===== src/rtl/qft_crot_sequencer_if.sv =====
// Bus bundle between the QFT controlled-rotation sequencer and its amplitude
// memory / CROT gate neighbours. The sequencer side uses the master modport.
`ifndef TOTAL_WIDTH
`define TOTAL_WIDTH 16
`endif
`ifndef FRAC_WIDTH
`define FRAC_WIDTH 13
`endif

interface qft_crot_sequencer_if #(
    parameter int N_QUBITS = 3
) ();
    logic                              start;
    logic                              busy;
    logic                              done;
    logic                              mem_rd_en;
    logic [N_QUBITS-1:0]               mem_rd_addr;
    logic signed [`TOTAL_WIDTH-1:0]    mem_rd_r;
    logic signed [`TOTAL_WIDTH-1:0]    mem_rd_i;
    logic signed [`TOTAL_WIDTH-1:0]    crot_in_r;
    logic signed [`TOTAL_WIDTH-1:0]    crot_in_i;
    logic signed [`TOTAL_WIDTH-1:0]    crot_theta;
    logic signed [`TOTAL_WIDTH-1:0]    crot_out_r;
    logic signed [`TOTAL_WIDTH-1:0]    crot_out_i;
    logic                              mem_wr_en;
    logic [N_QUBITS-1:0]               mem_wr_addr;
    logic signed [`TOTAL_WIDTH-1:0]    mem_wr_r;
    logic signed [`TOTAL_WIDTH-1:0]    mem_wr_i;

    modport master (
        input  start,
        output busy, done,
        output mem_rd_en, mem_rd_addr,
        input  mem_rd_r, mem_rd_i,
        output crot_in_r, crot_in_i, crot_theta,
        input  crot_out_r, crot_out_i,
        output mem_wr_en, mem_wr_addr, mem_wr_r, mem_wr_i
    );

    modport slave (
        output start,
        input  busy, done,
        input  mem_rd_en, mem_rd_addr,
        output mem_rd_r, mem_rd_i,
        input  crot_in_r, crot_in_i, crot_theta,
        output crot_out_r, crot_out_i,
        input  mem_wr_en, mem_wr_addr, mem_wr_r, mem_wr_i
    );
endinterface


===== src/rtl/qft_crot_sequencer.sv =====
// Controlled-phase pass sequencer for the QFT datapath: walks every (j,k)
// qubit pair, streams the amplitudes with bits j and k set through the CROT
// gate with theta = pi/2^(k-j), and writes the results back after the gate
// latency. A drain barrier between passes keeps read-after-write ordering.
`ifndef TOTAL_WIDTH
`define TOTAL_WIDTH 16
`endif
`ifndef FRAC_WIDTH
`define FRAC_WIDTH 13
`endif

module qft_crot_sequencer #(
    parameter int N_QUBITS = 3,
    parameter int CROT_LAT = 11,
    // round(pi * 2^FRAC_WIDTH) for the default 16/13 fixed-point format
    parameter logic signed [`TOTAL_WIDTH-1:0] PI_FX = `TOTAL_WIDTH'(25736)
) (
    input logic                  clk,
    input logic                  rst_n,
    qft_crot_sequencer_if.master bus
);
    localparam int TW = `TOTAL_WIDTH;
    // pair counters must hold k = j+2 = N_QUBITS when the last pair wraps
    localparam int QW = $clog2(N_QUBITS + 2);
    localparam int CW = $clog2(CROT_LAT + 3);
    localparam logic [QW-1:0] LAST_Q = QW'(N_QUBITS - 1);

    typedef enum logic [1:0] {S_IDLE, S_ISSUE, S_DRAIN, S_DONE} state_t;

    state_t                     r_state;
    state_t                     w_state_nx;
    logic [N_QUBITS-1:0]        r_i;
    logic [QW-1:0]              r_j;
    logic [QW-1:0]              r_k;
    logic signed [TW-1:0]       r_theta;
    logic [CROT_LAT:0]          r_dl_vld;
    logic [N_QUBITS-1:0]        r_dl_addr [0:CROT_LAT];
    logic [CW-1:0]              r_cnt;
    logic                       r_busy;
    logic                       r_done;

    logic [N_QUBITS-1:0]        w_mask;
    logic                       w_hit;
    logic                       w_rd_fire;
    logic                       w_wr_fire;
    logic [CW-1:0]              w_cnt_nx;
    logic [QW-1:0]              w_k_inc;
    logic [QW-1:0]              w_j_nx;
    logic [QW-1:0]              w_k_nx;
    logic                       w_more;
    logic                       w_load_first;
    logic                       w_next_pass;
    logic                       w_busy_set;

    // pi / 2^(k-j); arithmetic shift keeps the sign of the angle
    function automatic logic signed [TW-1:0] theta_for(input logic [QW-1:0] j,
                                                       input logic [QW-1:0] k);
        theta_for = PI_FX >>> (k - j);
    endfunction

    assign w_mask    = (N_QUBITS'(1) << r_j) | (N_QUBITS'(1) << r_k);
    assign w_hit     = ((r_i & w_mask) == w_mask);
    assign w_wr_fire = r_dl_vld[CROT_LAT];
    assign w_cnt_nx  = r_cnt + CW'(w_rd_fire) - CW'(w_wr_fire);

    // next (j,k) pair: k steps inner, j outer; k restarts at j+2 on wrap
    always_comb begin
        w_k_inc = r_k + QW'(1);
        if (w_k_inc > LAST_Q) begin
            w_j_nx = r_j + QW'(1);
            w_k_nx = r_j + QW'(2);
        end else begin
            w_j_nx = r_j;
            w_k_nx = w_k_inc;
        end
        w_more = (w_k_nx <= LAST_Q);
    end

    // FSM state register
    always_ff @(posedge clk or negedge rst_n) begin
        if (!rst_n) r_state <= S_IDLE;
        else        r_state <= w_state_nx;
    end

    // FSM next-state and per-cycle control strobes
    always_comb begin
        w_state_nx   = r_state;
        w_rd_fire    = 1'b0;
        w_load_first = 1'b0;
        w_next_pass  = 1'b0;
        w_busy_set   = 1'b0;
        case (r_state)
            S_IDLE: begin
                if (bus.start) begin
                    w_busy_set = 1'b1;
                    if (N_QUBITS >= 2) begin
                        w_load_first = 1'b1;
                        w_state_nx   = S_ISSUE;
                    end else begin
                        w_state_nx   = S_DONE;
                    end
                end
            end
            S_ISSUE: begin
                w_rd_fire = w_hit;
                if (&r_i) w_state_nx = S_DRAIN;
            end
            S_DRAIN: begin
                // leave in the cycle of the last write-back of the pass
                if (w_cnt_nx == '0) begin
                    w_next_pass = 1'b1;
                    w_state_nx  = w_more ? S_ISSUE : S_DONE;
                end
            end
            S_DONE: w_state_nx = S_IDLE;
            default: w_state_nx = S_IDLE;
        endcase
    end

    // index and pair counters; r_i wraps back to 0 at the end of each pass
    always_ff @(posedge clk or negedge rst_n) begin
        if (!rst_n) begin
            r_i <= '0;
            r_j <= '0;
            r_k <= '0;
        end else if (w_load_first) begin
            r_i <= '0;
            r_j <= '0;
            r_k <= QW'(1);
        end else if (w_next_pass) begin
            r_i <= '0;
            r_j <= w_j_nx;
            r_k <= w_k_nx;
        end else if (r_state == S_ISSUE) begin
            r_i <= r_i + N_QUBITS'(1);
        end
    end

    // ---- issue stage -> gate input stage: angle aligned with read data ----
    // angle register, held between reads
    always_ff @(posedge clk or negedge rst_n) begin
        if (!rst_n)         r_theta <= '0;
        else if (w_rd_fire) r_theta <= theta_for(r_j, r_k);
    end

    // ---- tag delay line: memory read cycle plus CROT_LAT gate stages ----
    // write-back tags travel alongside the amplitudes inside the gate
    always_ff @(posedge clk or negedge rst_n) begin
        if (!rst_n) begin
            r_dl_vld <= '0;
            for (int s = 0; s <= CROT_LAT; s++) r_dl_addr[s] <= '0;
        end else begin
            r_dl_vld     <= {r_dl_vld[CROT_LAT-1:0], w_rd_fire};
            r_dl_addr[0] <= r_i;
            for (int s = 1; s <= CROT_LAT; s++) r_dl_addr[s] <= r_dl_addr[s-1];
        end
    end

    // in-flight count: reads issued but not yet written back
    always_ff @(posedge clk or negedge rst_n) begin
        if (!rst_n) r_cnt <= '0;
        else        r_cnt <= w_cnt_nx;
    end

    // busy/done flags; busy drops in the same cycle done pulses
    always_ff @(posedge clk or negedge rst_n) begin
        if (!rst_n) begin
            r_busy <= 1'b0;
            r_done <= 1'b0;
        end else begin
            r_done <= (r_state == S_DONE);
            if (w_busy_set)              r_busy <= 1'b1;
            else if (r_state == S_DONE)  r_busy <= 1'b0;
        end
    end

    assign bus.busy        = r_busy;
    assign bus.done        = r_done;
    assign bus.mem_rd_en   = w_rd_fire;
    assign bus.mem_rd_addr = r_i;
    assign bus.crot_in_r   = bus.mem_rd_r;
    assign bus.crot_in_i   = bus.mem_rd_i;
    assign bus.crot_theta  = r_theta;
    assign bus.mem_wr_en   = w_wr_fire;
    assign bus.mem_wr_addr = r_dl_addr[CROT_LAT];
    assign bus.mem_wr_r    = bus.crot_out_r;
    assign bus.mem_wr_i    = bus.crot_out_i;
endmodule

===== src/flat_wrapper.sv =====
// flat-port wrapper written by rule: the top's interface ports become plain ports
module qft_crot_sequencer_flat 
#(
    parameter int N_QUBITS = 3,
    parameter int CROT_LAT = 11,
                                                                        
    parameter logic signed [`TOTAL_WIDTH-1:0] PI_FX = `TOTAL_WIDTH'(25736)
)
  (clk, rst_n, bus_start, bus_busy, bus_done, bus_mem_rd_en, bus_mem_rd_addr, bus_mem_rd_r, bus_mem_rd_i, bus_crot_in_r, bus_crot_in_i, bus_crot_theta, bus_crot_out_r, bus_crot_out_i, bus_mem_wr_en, bus_mem_wr_addr, bus_mem_wr_r, bus_mem_wr_i);
  qft_crot_sequencer_if #(.N_QUBITS(N_QUBITS)) bus_i ();
  input logic clk;
  input logic rst_n;
  input wire logic [$bits(bus_i.start)-1:0] bus_start;
  output wire logic [$bits(bus_i.busy)-1:0] bus_busy;
  output wire logic [$bits(bus_i.done)-1:0] bus_done;
  output wire logic [$bits(bus_i.mem_rd_en)-1:0] bus_mem_rd_en;
  output wire logic [$bits(bus_i.mem_rd_addr)-1:0] bus_mem_rd_addr;
  input wire logic [$bits(bus_i.mem_rd_r)-1:0] bus_mem_rd_r;
  input wire logic [$bits(bus_i.mem_rd_i)-1:0] bus_mem_rd_i;
  output wire logic [$bits(bus_i.crot_in_r)-1:0] bus_crot_in_r;
  output wire logic [$bits(bus_i.crot_in_i)-1:0] bus_crot_in_i;
  output wire logic [$bits(bus_i.crot_theta)-1:0] bus_crot_theta;
  input wire logic [$bits(bus_i.crot_out_r)-1:0] bus_crot_out_r;
  input wire logic [$bits(bus_i.crot_out_i)-1:0] bus_crot_out_i;
  output wire logic [$bits(bus_i.mem_wr_en)-1:0] bus_mem_wr_en;
  output wire logic [$bits(bus_i.mem_wr_addr)-1:0] bus_mem_wr_addr;
  output wire logic [$bits(bus_i.mem_wr_r)-1:0] bus_mem_wr_r;
  output wire logic [$bits(bus_i.mem_wr_i)-1:0] bus_mem_wr_i;
  assign bus_i.start = bus_start;
  assign bus_busy = bus_i.busy;
  assign bus_done = bus_i.done;
  assign bus_mem_rd_en = bus_i.mem_rd_en;
  assign bus_mem_rd_addr = bus_i.mem_rd_addr;
  assign bus_i.mem_rd_r = bus_mem_rd_r;
  assign bus_i.mem_rd_i = bus_mem_rd_i;
  assign bus_crot_in_r = bus_i.crot_in_r;
  assign bus_crot_in_i = bus_i.crot_in_i;
  assign bus_crot_theta = bus_i.crot_theta;
  assign bus_i.crot_out_r = bus_crot_out_r;
  assign bus_i.crot_out_i = bus_crot_out_i;
  assign bus_mem_wr_en = bus_i.mem_wr_en;
  assign bus_mem_wr_addr = bus_i.mem_wr_addr;
  assign bus_mem_wr_r = bus_i.mem_wr_r;
  assign bus_mem_wr_i = bus_i.mem_wr_i;
  qft_crot_sequencer #(.N_QUBITS(N_QUBITS), .CROT_LAT(CROT_LAT), .PI_FX(PI_FX)) u_core (.clk(clk), .rst_n(rst_n), .bus(bus_i));
endmodule

===== config.mk =====
export PLATFORM = sky130hd
export DESIGN_NAME = qft_crot_sequencer_flat
export DESIGN_NICKNAME = d
export VERILOG_FILES = /design/src/rtl/qft_crot_sequencer_if.sv /design/src/rtl/qft_crot_sequencer.sv /design/src/flat_wrapper.sv
export SDC_FILE = /design/constraint.sdc
export NUM_CORES = 1
export LEC_CHECK = 0
export ABC_CLOCK_PERIOD_IN_PS = 3700
export CORE_MARGIN = 2
export CORE_UTILIZATION = 43
export CTS_BUF_LIST = sky130_fd_sc_hd__clkbuf_4 sky130_fd_sc_hd__clkbuf_8
export DETAILED_ROUTE_END_ITERATION = 7
export PLACE_DENSITY = 0.82
export SKIP_LAST_GASP = 1
export SLEW_MARGIN = 15
export SYNTH_ARGS = -nofsm -noshare
export SYNTH_HDL_FRONTEND = slang
export SYNTH_SLANG_ARGS = --single-unit

===== constraint.sdc =====
create_clock -name clk -period 3.7 [get_ports clk]
set_input_delay 0.37 -clock clk [delete_from_list [all_inputs] [get_ports clk]]
set_output_delay 0.37 -clock clk [all_outputs]
set_load 0.01 [all_outputs]

==> results of run 1 <==
where the power goes:
part / leakage, nW / internal (mW) / switching, mW / total (mW)
clock: 0.0959 / 0.263 / 0.352 / 0.615
combinational: 0.571 / 0.420 / 0.419 / 0.839
sequential: 1.02 / 1.06 / 0.117 / 1.17
total: 1.69 / 1.74 / 0.888 / 2.63
synth_stat cells (3+ instances only):
cell type and n:
sky130_fd_sc_hd__a21oi_1 4, sky130_fd_sc_hd__xnor2_1 4, sky130_fd_sc_hd__inv_1 18, sky130_fd_sc_hd__nand2b_1 11
sky130_fd_sc_hd__dfrtp_1 80, sky130_fd_sc_hd__buf_4 70, sky130_fd_sc_hd__mux2i_1 5, sky130_fd_sc_hd__a31oi_1 7
sky130_fd_sc_hd__nor2_1 13, sky130_fd_sc_hd__xor2_1 3, sky130_fd_sc_hd__o21ai_0 6, sky130_fd_sc_hd__mux2_2 4
sky130_fd_sc_hd__ha_1 19, sky130_fd_sc_hd__nand2_1 18
sequential cells by signal, indices dropped and copies added, names as in the netlist, 2 cells and up:
| register | flops |
|---|---|
| u_core.bus.crot_theta | 15 |
| u_core.bus.mem_rd_addr | 3 |
| u_core.bus.mem_wr_addr | 3 |
| u_core.r_cnt | 4 |
| u_core.r_dl_addr | 33 |
| u_core.r_dl_vld | 12 |
| u_core.r_j | 3 |
| u_core.r_k | 3 |
| u_core.r_state | 2 |
final cells by class:
type | count | share of cell area [%]
clock buffer | 9 | 3.45
timing repair buffer | 28 | 7.66
inverter | 19 | 1.98
multi-input combinational | 123 | 25.6
clock inverter | 7 | 1.95
tap | 105 | 3.66
sequential | 80 | 55.7
path summary, 6_finish.rpt:
check,from,cells past startpoint,slack (ns),endpoint
max,u_core.r_k[0],16,0.33,u_core.bus.mem_rd_addr[0]
min,rst_n,1,0.17,u_core.r_k[0]
max reg2reg,u_core.r_k[0],16,0.33,u_core.bus.mem_rd_addr[0]
min reg2reg,u_core.r_dl_addr[7],0,0.35,u_core.r_dl_addr[4]
max in group asynchronous,rst_n,1,2.88,u_core.r_j[0]
min in group clk,u_core.r_dl_addr[7],0,0.35,u_core.r_dl_addr[4]
layer usage:
metal / track usage [%] / part of all wire [%]
met1: 15.8 / 35
met2: 24.3 / 50
met3: 8.70 / 12
met4: 7.97 / 3.6
met5: 0 / 0
logic make-up after synthesis:
| group | after synthesis | synth area share [%] |
|---|---|---|
| muxes | 9 | 2.70 |
| other | 1 | 0.106 |
| DFF | 80 | 56.7 |
| buffers and inverters | 90 | 17.2 |
| xor gates and xnor gates | 7 | 1.74 |
| and+or+nand+nor | 54 | 7.80 |
| adders and majority gates | 21 | 7.87 |
| AOI/OAI and AO/OA | 31 | 5.82 |
critical path, stage by stage, from the launching register on:
cell and delay, ns:
sky130_fd_sc_hd__dfrtp_1 0.42, sky130_fd_sc_hd__inv_1 0.13, sky130_fd_sc_hd__ha_1 0.23, sky130_fd_sc_hd__nand2b_1 0.08
sky130_fd_sc_hd__a21oi_2 0.07, sky130_fd_sc_hd__nor4b_4 0.31, sky130_fd_sc_hd__inv_2 0.09, sky130_fd_sc_hd__ha_1 0.28
sky130_fd_sc_hd__inv_1 0.06, sky130_fd_sc_hd__ha_1 0.16, sky130_fd_sc_hd__inv_1 0.05, sky130_fd_sc_hd__fa_1 0.37
sky130_fd_sc_hd__xnor2_1 0.17, sky130_fd_sc_hd__nor3_1 0.23, sky130_fd_sc_hd__o21ai_2 0.16, sky130_fd_sc_hd__and2_1 0.19
sky130_fd_sc_hd__mux2_2 0.26
per-stage QoR:
stage | utilization (%) | cell area, um^2 | instances | hold slack (ns) | worst slack, ns
after floorplan | - | 3530 | 293 | 0.0744 | 0.360
after global placement | 42.0 | 3400 | 355 | 0.332 | 0.412
after detailed placement | 42.0 | 3400 | 355 | 0.335 | 0.253
after CTS | 44.4 | 3590 | 371 | 0.202 | 0.265
after global routing | 44.4 | 3590 | 371 | 0.235 | 0.00465
final | 44.4 | 3590 | 371 | 0.170 | 0.327
==> flow_summary.yaml, run 1 <==
final_layout:
  multiInputGateArea_um2: 918
  most-common-layout-cells: "79 x sky130_fd_sc_hd__dfrtp_1, 26 x sky130_fd_sc_hd__clkdlybuf4s50_1, 19 x sky130_fd_sc_hd__ha_1, 18 x sky130_fd_sc_hd__inv_1, 18 x sky130_fd_sc_hd__nand2_1"
  area_growth_syn_to_layout_pct: 1.84
  layout_commonest_cell: "sky130_fd_sc_hd__dfrtp_1"
  register_area_mm2: 0.00200
  antenna_cells_inserted: 0
  layout.nets: 349
  ratio_of_cells_with_drive_above_1_in_the_final_layout_pct: 10.9
  fillers: 756
yosys:
  cell_area_after_technology_mapping_mm2: 0.00353
  syn_avg_cell_area_um2: 12.0
  postSynth.topFlopCell: "sky130_fd_sc_hd__dfrtp_1"
  synth-seq-cells: 80
  synth_enable_flop_cells: 0
  mappedNetlistNets: 381
  netlist_top_cells_area: "sky130_fd_sc_hd__dfrtp_1 57%, sky130_fd_sc_hd__buf_4 15%, sky130_fd_sc_hd__ha_1 6.7%"
  netlist_instances: 293
  ys_types: 37
  ys_seq_area_share_pct: 56.7
  async_flop_share_pct: 100
  synth_area_leader_cell: "sky130_fd_sc_hd__dfrtp_1"
  netlist.area_leader.share_pct: 56.7
  synthesis_warnings: 0
place:
  place.gp.congestion: 0.821
  port_buffers: 27
  post-dp-hpwl_um: 4560
detailed_routing:
  dr.pass1.iters: 4
  detailroute.via_count: 1845
  drc: 0
  via_per_inst: 4.97
  detail_route.wl_per_cell_um: 17.1
  drtIter0Drc: 66
  wirelength_um: 6330
  final_antenna_net_count: 0
pwr:
  total_power_mw: 2.63
  power_density_over_cell_area_mw_per_mm2: 732
  ir_drop_mv: 0.362
  leakage_nw: 1.69
cts:
  cts_hold_buf: 0
  path_clk_slew_ns: 0.09
  num_cts_buffers: 9
  root_buffer: "sky130_fd_sc_hd__clkbuf_8"
  cts.path.max_buffers: 2
  htreeDepth: 3
  post_cts.resized_instances: 0
  postCtsSetupBuffers: 0
  worst_skew_pair.late_latency_ns: 0.35
  number_of_clock_sinks: 80
  tritoncts: "built"
sta:
  rsz0062_at_grt: "false"
  finalSetupViolCount: 0
  max-slew-margin-rel_pct: 35.2
  clock.fmax_mhz: 296
  final_report_hold_violation_count: 0
  timing_worst_slew_pin_value_ns: 0.971
  report.final.slew_viol_count: 0
  finalCritPeriodShare_pct: 91.2
  post-route-min-period_ns: 3.37
  clock-skew-final_ns: 0.00794
  fin_tns_setup_ns: 0
critical_path:
  critical_path.startpoint_type: "flip-flop"
  timing.critical_path.fanout_max: 9
  worst_ep_arrival_time_ns: 3.62
  endpoint_kind: "flip-flop"
  required_ns: 3.94
  path_class: "flip-flop to flip-flop"
die:
  die_width_um: 94.6
  fp.coreArea_mm2: 0.00809
  num_rows: 33
  starting_density_pct: 43.6
  design.die.area_mm2: 0.00895
  design.portCount: 157
  die_h_um: 94.6
global_routing:
  global_route.overflow_total: 0
  grt_pass1_vias: 1963
  track_usage_pct: 15.2
  grt_pass1_wl_um: 10100
  grt_antenna_before_repair: 0
  grt_max_degree: 81
min_path:
  worst_hold_path_type: "input port to asynchronous set/reset pin"
run:
  number_of_max_cap_violations: 0
outcome:
  run_status: "completed"
Power figures use the tool's default switching activity.
==> inputs of run 2 (changes only) <==
Settings changed: PLACE_DENSITY 0.82 to 0.86, RECOVER_POWER from default to 50, SLEW_MARGIN 15 to 5.
==> run 2 against run 1 <==
  * The run now ends with max-capacitance violations, max-slew violations left
  * Core utilization is 0.12 points lower
  * Design area down 0.28%
  * Sequential power barely moved
  * Worst hold slack better by 0.18 ns
  * Clock power decreased by 11%
  * Final cell count up 0.27%
  * Clock skew increased by 0.0020 ns
==> flow_summary.yaml, run 2 (synthesis results as in run 1) <==
final_layout:
  most-common-layout-cells: "78 x sky130_fd_sc_hd__dfrtp_1, 26 x sky130_fd_sc_hd__clkdlybuf4s50_1, 19 x sky130_fd_sc_hd__ha_1, 18 x sky130_fd_sc_hd__inv_1, 18 x sky130_fd_sc_hd__nand2_1"
  layout_commonest_cell: "sky130_fd_sc_hd__dfrtp_1"
  area_growth_syn_to_layout_pct: 1.56
  ratio_of_cells_with_drive_above_1_in_the_final_layout_pct: 12.0
  max_flop_register: "u_core.r_dl_addr"
  antenna_cells_inserted: 0
  fillers: 763
  layout.nets: 350
  register_area_mm2: 0.00200
  finish.utilization_pct: 44.3
  multiInputGateArea_um2: 923
  stdcell_area_mm2: 0.00358
  largest_reg_flops: 33
die:
  design.portCount: 157
  fp.coreArea_mm2: 0.00809
  starting_density_pct: 43.6
  die_width_um: 94.6
  design.die.area_mm2: 0.00895
  die_h_um: 94.6
  num_rows: 33
critical_path:
  endpoint_kind: "flip-flop"
  worst_ep_arrival_time_ns: 3.64
  worst-r2r-setup-slack_ns: 0.28
  crit-reg2reg-launch: "u_core.r_k[0]"
  reg2reg_depth: 16
  timing.critical_path.fanout_max: 9
  critical_path.startpoint_type: "flip-flop"
  rr_endpoint: "u_core.bus.mem_rd_addr[0]"
  critical_path.startpoint: "u_core.r_k[0]"
  required_ns: 3.92
  path_class: "flip-flop to flip-flop"
  endpoint: "u_core.bus.mem_rd_addr[0]"
pwr:
  power_density_over_cell_area_mw_per_mm2: 714
  leakage_nw: 1.68
  total_power_mw: 2.56
  ir_drop_mv: 0.316
cts:
  cts_hold_buf: 0
  postCtsSetupBuffers: 0
  tritoncts: "built"
  num_cts_buffers: 9
  htreeDepth: 3
  number_of_clock_sinks: 80
  path_clk_slew_ns: 0.08
  cts.path.max_buffers: 2
  post_cts.resized_instances: 0
  root_buffer: "sky130_fd_sc_hd__clkbuf_8"
  worst_skew_pair.late_latency_ns: 0.34
sta:
  rsz0062_at_grt: "false"
  clock-skew-final_ns: 0.00990
  max-slew-margin-rel_pct: -25.5
  finalSetupViolCount: 0
  timing_worst_slew_pin_value_ns: 1.88
  report.final.slew_viol_count: 81
  tightest_hold_margin_ns: 0.346
  final_report_hold_violation_count: 0
  fin_tns_setup_ns: 0
  post-route-min-period_ns: 3.42
  clock.fmax_mhz: 292
  finalCritPeriodShare_pct: 92.4
detailed_routing:
  wirelength_um: 6220
  dr.pass1.iters: 4
  detailroute.via_count: 1808
  drtIter0Drc: 63
  detail_route.wl_per_cell_um: 16.7
  final_antenna_net_count: 0
  drc: 0
  via_per_inst: 4.86
place:
  place_area_mm2: 0.00341
  port_buffers: 27
  post-dp-hpwl_um: 4690
  place.gp.congestion: 0.804
outcome:
  run_status: "finished, violations left"
  violations: "max-capacitance violations, max-slew violations"
min_path:
  worst_hold_path_type: "flip-flop to flip-flop"
  hold_path_depth: 0
global_routing:
  global_route.overflow_total: 0
  grt_max_degree: 81
  grt_pass1_vias: 1850
  grt_pass1_wl_um: 9610
  grt_antenna_before_repair: 0
  track_usage_pct: 14.6
run:
  number_of_max_cap_violations: 1
run 2: stage by stage:
stage / setup slack (ns) / instances
6_report: 0.281 / 372
5_1_grt: 0.00622 / 372
4_1_cts: 0.217 / 372
3_5_place_dp: 0.272 / 356
3_3_place_gp: 0.420 / 356
2_1_floorplan: 0.360 / 293
run 2: worst max-delay path, stage by stage (launching register included):
cell and delay, ns:
sky130_fd_sc_hd__dfrtp_1 0.41, sky130_fd_sc_hd__inv_1 0.13, sky130_fd_sc_hd__ha_1 0.22, sky130_fd_sc_hd__nand2b_1 0.10
sky130_fd_sc_hd__a21oi_2 0.07, sky130_fd_sc_hd__nor4b_4 0.32, sky130_fd_sc_hd__inv_2 0.09, sky130_fd_sc_hd__ha_1 0.27
sky130_fd_sc_hd__inv_1 0.06, sky130_fd_sc_hd__ha_1 0.16, sky130_fd_sc_hd__inv_1 0.05, sky130_fd_sc_hd__fa_1 0.37
sky130_fd_sc_hd__xnor2_1 0.17, sky130_fd_sc_hd__nor3_1 0.23, sky130_fd_sc_hd__o21ai_2 0.17, sky130_fd_sc_hd__and2_1 0.21
sky130_fd_sc_hd__mux2_2 0.27
run 2: worst min-delay path by stage:
| stage | startpoint | end |
|---|---|---|
| 2_1_floorplan | rst_n | u_core.bus.busy |
| 3_3_place_gp | u_core.r_dl_addr[13] | u_core.r_dl_addr[10] |
| 3_5_place_dp | u_core.r_dl_addr[19] | u_core.r_dl_addr[16] |
| 4_1_cts | rst_n | u_core.bus.crot_theta[5] |
| 5_1_grt | u_core.r_dl_addr[11] | u_core.r_dl_addr[8] |
| 6_report | u_core.r_dl_addr[26] | u_core.r_dl_addr[23] |
run 2: area by class of cell:
| type | count | share of cell area, % |
|---|---|---|
| Sequential cell | 80 | 55.9 |
| Clock buffer | 11 | 3.88 |
| Tap cell | 105 | 3.67 |
| Multi-Input combinational cell | 123 | 25.8 |
| Timing Repair Buffer | 29 | 7.82 |
| Clock inverter | 5 | 0.943 |
| Inverter | 19 | 1.99 |
run 2: metal layers:
metal	vias up	share of wire (%)	track usage, %
met3	25	12	8.70
met4	0	3.0	6.64
li1	813	-	-
met2	79	52	24.7
met5	-	0	0
met1	891	33	14.3
run 2: power breakdown:
part | internal, mW | switching, mW
Combinational | 0.418 | 0.417
Sequential | 1.06 | 0.116
Clock | 0.257 | 0.291
Total | 1.73 | 0.824
==> inputs of run 3 (changes only) <==
Settings changed: RECOVER_POWER 50 to 25.
==> run 3 against run 2 <==
  * The run now ends clean
  * Clock power barely moved
  * Core utilization barely moved
  * Design area barely moved
  * Count of clock-buffer cells in the layout did not move
  * Die area did not move
  * Sequential share of layout area barely moved
  * Critical path type unchanged
  * Non-clock buffer count did not move
  * Global-route usage did not move
  * Power barely moved
  * Worst setup slack improved by 0.0017 ns
  * Worst hold slack got worse by 0.18 ns
==> flow_summary.yaml, run 3 (synthesis results as in run 1) <==
global_routing:
  track_usage_pct: 14.6
  grt_pass1_vias: 1850
  grt_max_degree: 81
  global_route.overflow_total: 0
  grt_antenna_before_repair: 0
  grt_pass1_wl_um: 9610
pwr:
  ir_drop_mv: 0.316
  combPwrFrac_pct: 32.6
  p_switching_uw: 824
  p_int_mw: 1.73
  power.switching_fraction_pct: 32.2
  power_density_over_cell_area_mw_per_mm2: 714
  power_frac_clock_pct: 21.4
  leakage_nw: 1.68
  power.sequential.fraction_pct: 45.9
die:
  starting_density_pct: 43.6
  design.die.area_mm2: 0.00895
  die_width_um: 94.6
  die_h_um: 94.6
  fp.coreArea_mm2: 0.00809
  design.portCount: 157
  num_rows: 33
sta:
  report.final.slew_viol_count: 0
  clock-skew-final_ns: 0.00996
  clock.fmax_mhz: 293
  rsz0062_at_grt: "false"
  post-route-min-period_ns: 3.42
  fin_tns_setup_ns: 0
  finalCritPeriodShare_pct: 92.4
  finalSetupViolCount: 0
  setup_ws_ns: 0.283
  final_report_hold_violation_count: 0
  timing_worst_slew_pin_value_ns: 0.957
  max-slew-margin-rel_pct: 36.2
detailed_routing:
  final_antenna_net_count: 0
  wirelength_um: 6220
  detailroute.via_count: 1812
  drc: 0
  detail_route.wl_per_cell_um: 16.7
  via_per_inst: 4.87
  drtIter0Drc: 74
  dr.pass1.iters: 4
critical_path:
  endpoint_kind: "flip-flop"
  required_ns: 3.92
  timing.critical_path.fanout_max: 9
  worst_ep_arrival_time_ns: 3.64
  critical_path.max_stage_delay_ns: 0.41
  path_cells: "inv_1 > ha_1 > nand2b_1 > a21oi_2 > nor4b_4 > inv_2 > ha_1 > inv_1 > ha_1 > inv_1 > fa_1 > xnor2_1 > nor3_1 > o21ai_2 > and2_1 > mux2_2"
  critical_path.startpoint_type: "flip-flop"
  timing.critical_path.slowest_stage_cell: "sky130_fd_sc_hd__dfrtp_1"
  path_class: "flip-flop to flip-flop"
cts:
  root_buffer: "sky130_fd_sc_hd__clkbuf_8"
  num_cts_buffers: 9
  cts_hold_buf: 0
  postCtsSetupBuffers: 0
  tritoncts: "built"
  cts.path.max_buffers: 2
  number_of_clock_sinks: 80
  path_clk_slew_ns: 0.08
  worst_skew_pair.late_latency_ns: 0.34
  post_cts.resized_instances: 0
  htreeDepth: 3
final_layout:
  instances_no_fill: 372
  area_growth_syn_to_layout_pct: 1.63
  largest_reg_flops: 33
  layout_commonest_cell: "sky130_fd_sc_hd__dfrtp_1"
  layout.nets: 350
  antenna_cells_inserted: 0
  ratio_of_cells_with_drive_above_1_in_the_final_layout_pct: 12.0
  most-common-layout-cells: "78 x sky130_fd_sc_hd__dfrtp_1, 26 x sky130_fd_sc_hd__clkdlybuf4s50_1, 19 x sky130_fd_sc_hd__ha_1, 18 x sky130_fd_sc_hd__inv_1, 18 x sky130_fd_sc_hd__nand2_1"
  max_flop_register: "u_core.r_dl_addr"
place:
  post-dp-hpwl_um: 4690
  dp_worst_setup_slack_ns: 0.272
  port_buffers: 27
  place.gp.congestion: 0.804
  dp_cells: 356
run:
  number_of_max_cap_violations: 0
outcome:
  run_status: "completed"
min_path:
  worst_hold_path_type: "input port to asynchronous set/reset pin"
## run 3: cell types whose count changed in the layout (fill, tap and decap cells not counted)
cell / delta
sky130_fd_sc_hd__clkbuf_2: -1
sky130_fd_sc_hd__buf_4: +1
## run 3: stage by stage
step	power, mW	cell area, um^2	hold WS (ns)	utilization (%)
5_1_grt	2.75	3590	0.245	44.3
6_report	2.56	3590	0.170	44.3
2_1_floorplan	1.77	3530	0.0744	-
3_5_place_dp	2.04	3410	0.335	42.1
3_3_place_gp	2.00	3410	0.331	42.1
4_1_cts	2.59	3580	0.213	44.2
## run 3: area by class of cell
type	instances	area (um^2)
Tap cell	105	131
Clock inverter	5	33.8
Sequential cell	80	2000
Timing Repair Buffer	29	283
Inverter	19	71.3
Multi-Input combinational cell	123	923
Fill cell	762	4510
Clock buffer	11	139
## run 3: worst paths after layout
| kind | from | end | slack, ns | cells after the start |
|---|---|---|---|---|
| max in group asynchronous | rst_n | u_core.r_j[1] | 2.89 | 1 |
| min in group clk | u_core.r_dl_addr[26] | u_core.r_dl_addr[23] | 0.35 | 0 |
| max | u_core.r_k[0] | u_core.bus.mem_rd_addr[0] | 0.28 | 16 |
| min | rst_n | u_core.bus.crot_theta[5] | 0.17 | 1 |
| max reg2reg | u_core.r_k[0] | u_core.bus.mem_rd_addr[0] | 0.28 | 16 |
| min reg2reg | u_core.r_dl_addr[26] | u_core.r_dl_addr[23] | 0.35 | 0 |
## run 3: per-layer routing
metal / vias up / part of all wire, % / routed length (um) / GRT usage (%)
met3: 25 / 12 / 719 / 8.70
met2: 79 / 52 / 3240 / 24.7
met4: 0 / 3.0 / 189 / 6.64
met1: 895 / 33 / 2070 / 14.3
li1: 813 / - / - / -
met5: - / 0 / 0 / 0
## run 3: power by group through the flow
stage / sequential, mW / combinational, mW / clock (mW)
floorplan: 1.20 / 0.566 / 0
global placement: 1.19 / 0.810 / 0
detailed placement: 1.20 / 0.839 / 0
CTS: 1.18 / 0.846 / 0.569
global route: 1.20 / 0.939 / 0.609
finish: 1.18 / 0.835 / 0.548
## run 3: critical path: cells and delay by family (launching register included)
family / cells / cell delay, ns
xor gates and xnor gates: 1 / 0.17
AOI/OAI and AO/OA: 2 / 0.24
buffers and inverters: 4 / 0.33
adders and majority gates: 4 / 1.02
and+or+nand+nor: 4 / 0.86
DFF: 1 / 0.41
muxes: 1 / 0.27
